[src/rtl/tmnt_pkg.sv]
// Shared types and constants for the sound-command path between the 68k and the Z80.
package tmnt_pkg;

  typedef enum logic [1:0] {
    IRQ_IDLE   = 2'd0,
    IRQ_ASSERT = 2'd1,
    IRQ_ACK    = 2'd2
  } irq_state_e;

  localparam logic [7:0] RST38_VEC = 8'hFF;

endpackage

[src/rtl/cmd_fifo.sv]
// Command byte storage: an overwrite register at DEPTH=1, otherwise a power-of-2 FIFO.
// The output shows the head entry, or the last popped byte while empty.
module cmd_fifo #(
  parameter int DEPTH = 1
) (
  input  logic                    clk_main,
  input  logic                    reset,
  input  logic                    push_i,
  input  logic                    pop_i,
  input  logic [7:0]              din_i,
  output logic [7:0]              dout_o,
  output logic [$clog2(DEPTH):0]  count_o,
  output logic                    ovf_o
);

  localparam int AW = (DEPTH > 1) ? $clog2(DEPTH) : 1;
  localparam int CW = $clog2(DEPTH) + 1;

  logic [7:0]    mem_q [DEPTH];
  logic [AW-1:0] rd_ptr_q, rd_ptr_d, wr_ptr_q, wr_ptr_d;
  logic [CW-1:0] count_q, count_d;
  logic [7:0]    last_q, last_d;
  logic [7:0]    head;
  logic          full, empty, do_push, do_pop, write_en;

  assign full  = (count_q == CW'(DEPTH));
  assign empty = (count_q == '0);
  assign head  = mem_q[rd_ptr_q];

  always_comb begin
    do_pop   = pop_i && !empty;
    // a pop in the same cycle frees the slot, so a full FIFO can still accept
    do_push  = push_i && (!full || do_pop);
    // the single latch always takes the new byte, even over unread data
    write_en = (DEPTH == 1) ? push_i : do_push;
    ovf_o    = push_i && full && !do_pop;
    count_d  = count_q + CW'(do_push) - CW'(do_pop);
    rd_ptr_d = rd_ptr_q;
    wr_ptr_d = wr_ptr_q;
    last_d   = last_q;
    if (do_pop) begin
      last_d = head;
      if (DEPTH > 1) rd_ptr_d = rd_ptr_q + 1'b1;
    end
    if (do_push && DEPTH > 1) wr_ptr_d = wr_ptr_q + 1'b1;
  end

  always_ff @(posedge clk_main or posedge reset) begin
    if (reset) begin
      for (int i = 0; i < DEPTH; i++) mem_q[i] <= '0;
      rd_ptr_q <= '0;
      wr_ptr_q <= '0;
      count_q  <= '0;
      last_q   <= '0;
    end else begin
      if (write_en) mem_q[wr_ptr_q] <= din_i;
      rd_ptr_q <= rd_ptr_d;
      wr_ptr_q <= wr_ptr_d;
      count_q  <= count_d;
      last_q   <= last_d;
    end
  end

  assign dout_o  = empty ? last_q : head;
  assign count_o = count_q;

endmodule

[src/rtl/sound_cmd_latch.sv]
// Z80-side sound-command receiver: latches 68k command bytes and raises the Z80 INT on SNDON edges.
//   state      | meaning
//   IRQ_IDLE   | no interrupt outstanding
//   IRQ_ASSERT | z80_int_n driven low, waiting for the Z80 acknowledge cycle
//   IRQ_ACK    | acknowledge in progress, vector on z80_vec
module sound_cmd_latch
  import tmnt_pkg::*;
#(
  parameter int         DEPTH   = 1,
  parameter logic [7:0] IRQ_VEC = RST38_VEC
) (
  input  logic       clk_main,
  input  logic       reset,
  input  logic       snddt_n,
  input  logic       sndon,
  input  logic [7:0] cpu_din,
  input  logic       z80_rd_n,
  input  logic       z80_m1_n,
  input  logic       z80_iorq_n,
  output logic [7:0] z80_dout,
  output logic [7:0] z80_vec,
  output logic       ack_active,
  output logic       z80_int_n,
  output logic       pending,
  output logic       overrun
);

  logic snddt_q, snddt_hist_q, sndon_q, sndon_hist_q, rd_q, rd_hist_q;
  logic samp_vld_q, wr_block_q, wr_block_d;
  logic irq_pend_q, irq_pend_d, overrun_q;
  logic [7:0] din_q;
  irq_state_e state_q, state_d;

  logic snddt_rise, sndon_rise, rd_rise, commit, fifo_ovf;
  logic [$clog2(DEPTH):0] fifo_count;

  always_ff @(posedge clk_main or posedge reset) begin
    if (reset) begin
      snddt_q      <= 1'b1;
      snddt_hist_q <= 1'b1;
      sndon_q      <= 1'b1;
      sndon_hist_q <= 1'b1;
      rd_q         <= 1'b1;
      rd_hist_q    <= 1'b1;
      samp_vld_q   <= 1'b0;
      wr_block_q   <= 1'b1;
      din_q        <= '0;
      state_q      <= IRQ_IDLE;
      irq_pend_q   <= 1'b0;
      overrun_q    <= 1'b0;
    end else begin
      snddt_q      <= snddt_n;
      snddt_hist_q <= snddt_q;
      sndon_q      <= sndon;
      sndon_hist_q <= sndon_q;
      rd_q         <= z80_rd_n;
      rd_hist_q    <= rd_q;
      samp_vld_q   <= 1'b1;
      wr_block_q   <= wr_block_d;
      if (!snddt_n) din_q <= cpu_din;
      state_q      <= state_d;
      irq_pend_q   <= irq_pend_d;
      overrun_q    <= overrun_q | fifo_ovf;
    end
  end

  // A write strobe already low when reset lifts must not commit on its release:
  // commits stay blocked until a genuine high sample of snddt_n has been seen.
  assign wr_block_d = wr_block_q & ~(samp_vld_q & snddt_q);
  assign snddt_rise = snddt_q & ~snddt_hist_q;
  assign commit     = snddt_rise & ~wr_block_q;
  assign rd_rise    = rd_q & ~rd_hist_q;
  assign sndon_rise = sndon_q & ~sndon_hist_q;

  cmd_fifo #(.DEPTH(DEPTH)) u_fifo (
    .clk_main (clk_main),
    .reset    (reset),
    .push_i   (commit),
    .pop_i    (rd_rise),
    .din_i    (din_q),
    .dout_o   (z80_dout),
    .count_o  (fifo_count),
    .ovf_o    (fifo_ovf)
  );

  always_comb begin
    state_d    = state_q;
    irq_pend_d = irq_pend_q;
    unique case (state_q)
      IRQ_IDLE: begin
        if (sndon_rise || irq_pend_q) begin
          state_d    = IRQ_ASSERT;
          irq_pend_d = 1'b0;
        end
      end
      IRQ_ASSERT: begin
        if (!z80_m1_n && !z80_iorq_n) state_d = IRQ_ACK;
      end
      IRQ_ACK: begin
        if (sndon_rise) irq_pend_d = 1'b1;
        if (z80_iorq_n) state_d = IRQ_IDLE;
      end
      default: state_d = IRQ_IDLE;
    endcase
  end

  assign z80_int_n  = (state_q != IRQ_ASSERT);
  assign ack_active = (state_q == IRQ_ACK);
  assign z80_vec    = IRQ_VEC;
  assign pending    = (fifo_count != '0);
  assign overrun    = overrun_q;

endmodule

[config.mk]
export PLATFORM = sky130hd
export DESIGN_NAME = sound_cmd_latch
export DESIGN_NICKNAME = d
export VERILOG_FILES = /design/src/rtl/tmnt_pkg.sv /design/src/rtl/cmd_fifo.sv /design/src/rtl/sound_cmd_latch.sv
export SDC_FILE = /design/constraint.sdc
export NUM_CORES = 1
export LEC_CHECK = 0
export BUFFER_PORTS_ARGS = -buffer_cell sky130_fd_sc_hd__buf_2
export CORE_MARGIN = 3
export CORE_UTILIZATION = 40
export DETAILED_ROUTE_END_ITERATION = 8
export PLACE_DENSITY = 0.64
export SLEW_MARGIN = 20
export SYNTH_ARGS = -nofsm -noshare
export SYNTH_HDL_FRONTEND = slang
export SYNTH_SLANG_ARGS = --single-unit
[constraint.sdc]
create_clock -name clk_main -period 1.31 [get_ports clk_main]
set_input_delay 0.262 -clock clk_main [delete_from_list [all_inputs] [get_ports clk_main]]
set_output_delay 0.262 -clock clk_main [all_outputs]
set_load 0.01 [all_outputs]
* Word level (Yosys, flattened, before mapping)
Index checks and enable logic that the tools add are counted.
** Storage, ports and cells
- Bits in registers :: 37
- Bits of input ports :: 15
- Logic and storage cells :: 59
** Operators by class
- $add $sub $neg :: 2
- Eq/ne operators :: 7
- Muxes and demuxes :: 8
- Bitwise gates (word level) :: 12
- Reductions and logical operators :: 15
** Operator list (number)
- 8-bit two-way mux :: 1
- 1-bit bitwise AND :: 6
- 2-bit two-way mux :: 3
- 2-bit != test, second input constant :: 3
- 2-bit case mux with 3 select lines :: 1
- 3-bit AND reduction :: 2
- 1-bit logical AND :: 5
- 1-bit inverter :: 5
- 1-bit zero test :: 4
- 2-bit by 1-bit != test with 1-bit output, second input constant :: 2
- 2-bit by 1-bit equality test with 1-bit output, second input constant :: 1
- 2-bit equality test, second input constant :: 1
- 2-bit zero test :: 1
- 1-bit logical OR :: 2
- 1-bit two-way mux :: 2
- 1-bit case mux with 2 select lines :: 1
- 2-bit nonzero test :: 1
- 1-bit adder :: 1
- 1-bit OR :: 1
- 1-bit subtractor :: 1

* Depth between registers and ports, before layout
Gate-level depths: netlist of the first run.
- Depth after elaboration :: 7
- Gate-level depth with buffers :: 3

* By module
From an unflattened synthesis of the first run, not the netlist that was laid out.
** Unflattened totals
- Cells, all modules :: 103
- Area, all modules :: 1514.0 um^2
** Modules (own cells, without submodules)
- sound_cmd_latch :: times used 1, cells each 55, area each 778.2 um^2
- cmd_fifo :: times used 1, cells each 48, area each 735.7 um^2

* Worst setup path after synthesis of the first run
No wires, ideal clock.
- Kind :: reg2reg
- From :: register snddt_q
- To :: register u_fifo.mem_q[0] in the netlist's numbering
- Setup time :: 125 ps
- Arrival time :: 1141 ps
- Slack :: 44 ps
- Cell stages (with the launch flop) :: 4
- Path buffers :: 1
- Clock period less this slack :: 1266 ps
- Path through :: dfstp_2 > nor3b_2 > buf_6 > mux2_4
** Between the ends
- Cells in the longest elaborated chain, start to end :: 2
** RTL lines
- start: declaration :: RTL line sound_cmd_latch.sv:28 : logic snddt_q, snddt_hist_q, sndon_q, sndon_hist_q, rd_q, rd_hist_q;
- start signal: assignment :: RTL line sound_cmd_latch.sv:52 : snddt_q <= snddt_n;
- 1-bit bitwise AND :: RTL line sound_cmd_latch.sv:70 : assign snddt_rise = snddt_q & ~snddt_hist_q;
- 1-bit bitwise AND :: RTL line sound_cmd_latch.sv:71 : assign commit = snddt_rise & ~wr_block_q;
- end signal: indexed assignment :: RTL line cmd_fifo.sv:56 : if (write_en) mem_q[wr_ptr_q] <= din_i;
- end: declaration :: RTL line cmd_fifo.sv:19 : logic [7:0] mem_q [DEPTH];
Every way passes these cells.
A chain may end at the register's enable or synchronous reset.

* Worst setup path after layout of the first run
- From :: register u_fifo.count_q (netlist: u_fifo.count_o)
- To :: output port z80_dout[0]
** Between the ends
- Cells in the longest elaborated chain, start to end :: 1
** RTL lines
- start: declaration :: RTL line cmd_fifo.sv:21 : logic [CW-1:0] count_q, count_d;
- start signal: assignment :: RTL line cmd_fifo.sv:59 : count_q <= count_d;
- 8-bit two-way mux :: RTL line cmd_fifo.sv:64 : assign dout_o = empty ? last_q : head;
- end: declaration :: RTL line sound_cmd_latch.sv:20 : output logic [7:0] z80_dout,
Every way passes these cells.

==> results of run 1 <==
## routing by layer
layer	share of wire, %	wire length (um)	vias up	GRT usage (%)
met5	0	0	-	0
met4	2.1	53	0	5.211
met3	4.7	119	5	5.911
met2	53	1356	18	20.58
met1	40	1018	447	13.84
li1	-	-	404	-
## worst max-delay path, stage by stage, from the launching register on
cell and delay, ps:
dfrtp_1 370, buf_12 150, mux2_2 350, buf_6 120
## worst paths after layout
| path | start | endpoint | slack (ps) | cells after the start |
|---|---|---|---|---|
| hold / removal | reset | samp_vld_q | 6 | 3 |
| min in group clk_main | sndon | sndon_q | 70 | 1 |
| max in group asynchronous | reset | rd_hist_q | 1050 | 3 |
| setup / recovery | u_fifo.count_o | z80_dout[0] | -220 | 3 |
| hold reg to reg | sndon_q | sndon_hist_q | 370 | 0 |
| setup reg to reg | snddt_q | u_fifo.mem_q[6] | -80 | 3 |
## flip-flops by register name (all words and copies together), names as in the netlist, 2 cells and up
name	flops
state_q	2
u_fifo.mem_q	8
u_fifo.last_q	8
din_q	8
## stage by stage
stage	utilization, %	TNS (ps)	power, mW	setup slack, ps	hold slack, ps
2_1_floorplan	-	0	1.944	43.54	266.5
3_3_place_gp	47.41	-86.52	2.125	-23.71	318.1
3_5_place_dp	47.41	-335.9	2.164	-59.16	321.5
4_1_cts	53.06	-2189	3.346	-237.8	2.485
5_1_grt	53.94	-3088	3.521	-277.3	13.24
6_report	53.94	-2201	3.338	-223.1	5.949
## logic make-up (layout without fill, tap and decap cells)
| family | after synthesis | after routing |
|---|---|---|
| flops | 37 | 37 |
| mux | 32 | 32 |
| buf+inv | 15 | 48 |
| simple gates | 9 | 9 |
| compound gates | 6 | 6 |
| other cells | 1 | 9 |
## layout make-up
class                           instances  area [um2]
Clock buffer                            7       86.33
Clock inverter                          1       30.03
Fill cell                             329        1712
Inverter                                4       15.01
Multi-Input combinational cell         56       576.8
Sequential cell                        37       934.6
Tap cell                               48       60.06
Timing Repair Buffer                   36       301.5
## power by group through the flow
stage	Sequential (mW)	Combinational, mW	Clock (mW)
floorplan	1.46	0.481	0
global placement	1.49	0.632	0
detailed placement	1.51	0.656	0
CTS	1.49	0.827	1.03
global route	1.52	0.920	1.08
finish	1.49	0.850	1.00
## layout by cell type, fill, tap and decap left out
cell / n
dfrtp_1: 30
mux2_2: 21
buf_2: 17
buf_6: 13
mux2_4: 11
conb_1: 9
dfstp_2: 7
clkbuf_8: 6
buf_4: 4
inv_1: 3
nand2b_1: 2
buf_12: 2
nor3b_1: 1
a311oi_1: 1
nand3b_4: 1
nand2b_4: 1
or3b_1: 1
a21oi_2: 1
nor3b_4: 1
a21o_1: 1
or2b_1: 1
a31o_2: 1
a21boi_0: 1
inv_2: 1
nand2_1: 1
a22oi_1: 1
clkbuf_1: 1
bufinv_16: 1
## repair_timing
action                                  CTS  global route
setup buffers                             3             1
pin swaps                                 0             0
gates resized for setup                  12             7
endpoints found under the setup margin   18            19
==> results_dict.tcl, run 1 <==
set metrics [dict create \
    cap_viol_max_count 0 \
    synthSimpleGateAreaFrac_pct 5.068 \
    critPathMaxFanout 12 \
    post_synth.cell_area_avg_um2 15.55 \
    drive_gt1_share_pct 62.41 \
    leakagePower_nw 0.9426 \
    synthTopCellsByCount "30 x dfrtp_1, 24 x mux2_2, 9 x buf_4" \
    arrival_ps 1270 \
    final_cells 189 \
    nets 155 \
    synth_edf_count 0 \
    power_switching_share_pct 24.19 \
    worstSetupPathType "reg2out" \
    p_comb_share_pct 25.5 \
    numCtsBuffers 5 \
    fin_ws_ps -223.1 \
    clock_latency_ps 290 \
    period_needed_ps 1533 \
    synth_seq_area_share_pct 60.10 \
    ys_async_sr_fraction_pct 100.0 \
    postRouteAntennaNets 0 \
    drtIter0Drc 43 \
    start_util_pct 41.85 \
    synth_xor_area_share_pct 0 \
    hold_viol 0 \
    synth_seq_cells 37 \
    grt_pass1_wl_um 4036 \
    yosys-mux-area-fraction_pct 25.10 \
    num_io_pins 35 \
    cts_buffer_depth 2 \
    die_w_um 68.36 \
    core_area_mm2 0.003716 \
    grtUsageTotal_pct 12.51 \
    synth_ff_type "dfrtp_1" \
    irDropWorstVdd_mv 0.7937 \
    root_buffer "clkbuf_8" \
    drv_slew 0 \
    cts_tree "done" \
    period_share_pct 117.0 \
    synth_top_area_share_pct 48.27 \
    yosysUniqueCellTypes 22 \
    portBuffers 26 \
    syn-instance-count 100 \
    cts_sinks 37 \
    cts_hold_buf 0 \
    setup_viol 17 \
    pwr-share-seq_pct 44.5 \
    cts.clk_slew.worst_paths_ps 70 \
    end_kind "output port" \
    grt_max_degree 38 \
    synth_area_leaders "dfrtp_1 48%, mux2_2 17%, dfstp_2 12%" \
    synth_compound_area_share_pct 3.138 \
    skew_ps 7.188 \
    die_area_mm2 0.004672 \
    first_pass_iters 2 \
    pwr_density_cell_mw_per_mm2 1666 \
    gr-total-overflow 0 \
    synth_warnings 0 \
    stdcell_area_mm2 0.002004 \
    syn_to_final_growth_pct 28.88 \
    cts_max_level 2 \
    hold_path_class "in2async" \
    postPlaceCellArea_mm2 0.001762 \
    std_cell_rows 22 \
    antenna_found_initial 0 \
    yosys.area.top_type "dfrtp_1" \
    syn_area_mm2 0.001555 \
    violations "negative setup slack" \
    synth_fa_ha_area_share_pct 0 \
    hpwl_um 1801 \
    num_vias 874 \
    dp.cells 177 \
    critical_path_required_ps 1050 \
    power.internal_mw 2.531 \
    yosysMostFrequentCell "dfrtp_1" \
    diodes 0 \
    drc 0 \
    synth_top_family_by_area "multiplexers" \
    start_kind "flop" \
    grt_pass1_vias 866 \
    max_freq_ghz 0.6523 \
    place_congestion 0.6256 \
    rsz0062_at_grt "true" \
    die_h_um 68.36 \
    power.switching_uw 807.5 \
    status "finished with violations" \
    clockPowerShare_pct 30.0 \
    wl_um 2547 \
    vias_per_cell 4.624 \
    wl_per_cell_um 13.48 \
]
No activity file was read; power rests on OpenSTA's default activity.
==> run 2, diff against run 1 <==
--- a/config.mk
+++ b/config.mk
@@ -9,7 +9,7 @@
 export CORE_MARGIN = 3
 export CORE_UTILIZATION = 40
 export DETAILED_ROUTE_END_ITERATION = 8
-export PLACE_DENSITY = 0.64
+export PLACE_DENSITY = 0.62
 export SLEW_MARGIN = 20
 export SYNTH_ARGS = -nofsm -noshare
 export SYNTH_HDL_FRONTEND = slang
==> constraint.sdc (replaced) <==
create_clock -name clk_main -period 1.85 [get_ports clk_main]
set_input_delay 0.37 -clock clk_main [delete_from_list [all_inputs] [get_ports clk_main]]
set_output_delay 0.37 -clock clk_main [all_outputs]
set_load 0.01 [all_outputs]
==> results_dict.tcl, run 2 (synthesis results as in run 1) <==
set metrics [dict create \
    status "finished, final reports clean" \
    critPathMaxFanout 12 \
    cts.clk_slew.worst_paths_ps 70 \
    rsz0062_at_grt "false" \
    hold_path_class "in2async" \
    wl_um 2419 \
    post_cts_resized 1 \
    worstSetupPathType "reg2out" \
    start_kind "flop" \
    grt_pass1_wl_um 3967 \
    grtUsageTotal_pct 12.29 \
    drive_gt1_share_pct 60.00 \
    period_share_pct 93.06 \
    nets 149 \
    hpwl_um 1722 \
    start_util_pct 41.85 \
    diodes 0 \
    portBuffers 26 \
    vias_per_cell 4.623 \
    pre_cts_ws_ps 283.0 \
    syn_to_final_growth_pct 18.26 \
    critical_path_required_ps 1480 \
    fin_ws_ps 128.4 \
    irDropWorstVdd_mv 0.4555 \
    die_h_um 68.36 \
    max_freq_ghz 0.5809 \
    largestRegisters "din_q (8), u_fifo.last_q (8), u_fifo.mem_q (8)" \
    hold_slack_ps 173.1 \
    skew_ps 8.242 \
    cts_max_level 2 \
    end_kind "output port" \
    layout_commonest_cell "dfrtp_1" \
    drv_slew 0 \
    r2r-end "u_fifo.mem_q[6]" \
    fill_cells 351 \
    grt_pass1_vias 857 \
    cts_tree "done" \
    root_buffer "clkbuf_8" \
    std_cell_rows 22 \
    die_w_um 68.36 \
    timing.rr.start "snddt_q" \
    arrival_ps 1350 \
    num_vias 846 \
    hold_viol 0 \
    mostFrequentLayoutCells "29 x dfrtp_1, 26 x buf_2, 24 x mux2_2" \
    drc 0 \
    cts_setup_buffers 0 \
    place_congestion 0.6827 \
    core_area_mm2 0.003716 \
    clock_latency_ps 290 \
    first_pass_iters 3 \
    gr-total-overflow 0 \
    antenna_found_initial 0 \
    postPlaceCellArea_mm2 0.001722 \
    num_io_pins 35 \
    setup_viol 0 \
    cts_hold_buf 0 \
    cts_buffer_depth 2 \
    cap_viol_max_count 0 \
    finalSetupTns_ps 0 \
    postRouteAntennaNets 0 \
    cts_sinks 37 \
    period_needed_ps 1722 \
    wl_per_cell_um 13.22 \
    reg2regPathDepth 3 \
    stdcell_area_mm2 0.001839 \
    r2r_setup_slack_ps 420 \
    die_area_mm2 0.004672 \
    pwr_density_cell_mw_per_mm2 1195 \
    grt_max_degree 38 \
    numCtsBuffers 5 \
    drtIter0Drc 21 \
    leakagePower_nw 0.8662 \
]
-- run 2: cell types whose count changed in the layout (fill, tap and decap cells not counted), moves of 2 or more --
cell    previous run  this run
buf_12             2         0
buf_2             17        26
buf_6             13         0
mux2_2            21        24
mux2_4            11         8
-- run 2: area by class of cell --
class / instances / area [um2] / area share, %
multi-input cells: 56 / 551.8 / 30.00
inverters: 4 / 15.01 / 0.8163
clock buffers: 7 / 86.33 / 4.694
well taps: 48 / 60.06 / 3.265
flip-flops and latches: 37 / 935.9 / 50.88
clock inverters: 1 / 30.03 / 1.633
repair buffers: 30 / 160.2 / 8.708
-- run 2: stage by stage --
step / util (%) / total power, mW / instances
after floorplan: - / 1.377 / 108
after global routing: 49.49 / 2.326 / 183
after CTS: 49.49 / 2.227 / 183
final: 49.49 / 2.198 / 183
after detailed placement: 46.33 / 1.515 / 175
after global placement: 46.33 / 1.492 / 175
-- run 2: critical path: stages (launching register included) --
cell and delay [ps]:
dfrtp_2 540, mux2_2 380, buf_2 140
-- run 2: worst max path at each step --
stage	startpoint	end	cells past startpoint
after detailed placement	u_fifo.count_o	z80_dout[4]	2
after floorplan	u_fifo.count_o	z80_dout[0]	2
final	u_fifo.count_o	z80_dout[0]	2
after CTS	u_fifo.count_o	z80_dout[4]	2
after global routing	u_fifo.count_o	z80_dout[6]	2
after global placement	u_fifo.count_o	z80_dout[4]	2
-- run 2: power breakdown --
group / switching [mW] / total [mW] / internal (mW)
registers: 0.0994 / 1.06 / 0.960
clock network: 0.267 / 0.706 / 0.439
logic: 0.172 / 0.433 / 0.261
-- run 2: metal layers --
layer / wire [um] / up-vias / GRT usage [%]
met5: 0 / - / 0
li1: - / 391 / -
met3: 145 / 4 / 5.911
met2: 1129 / 28 / 18.05
met4: 23 / 0 / 5.955
met1: 1121 / 423 / 15.05
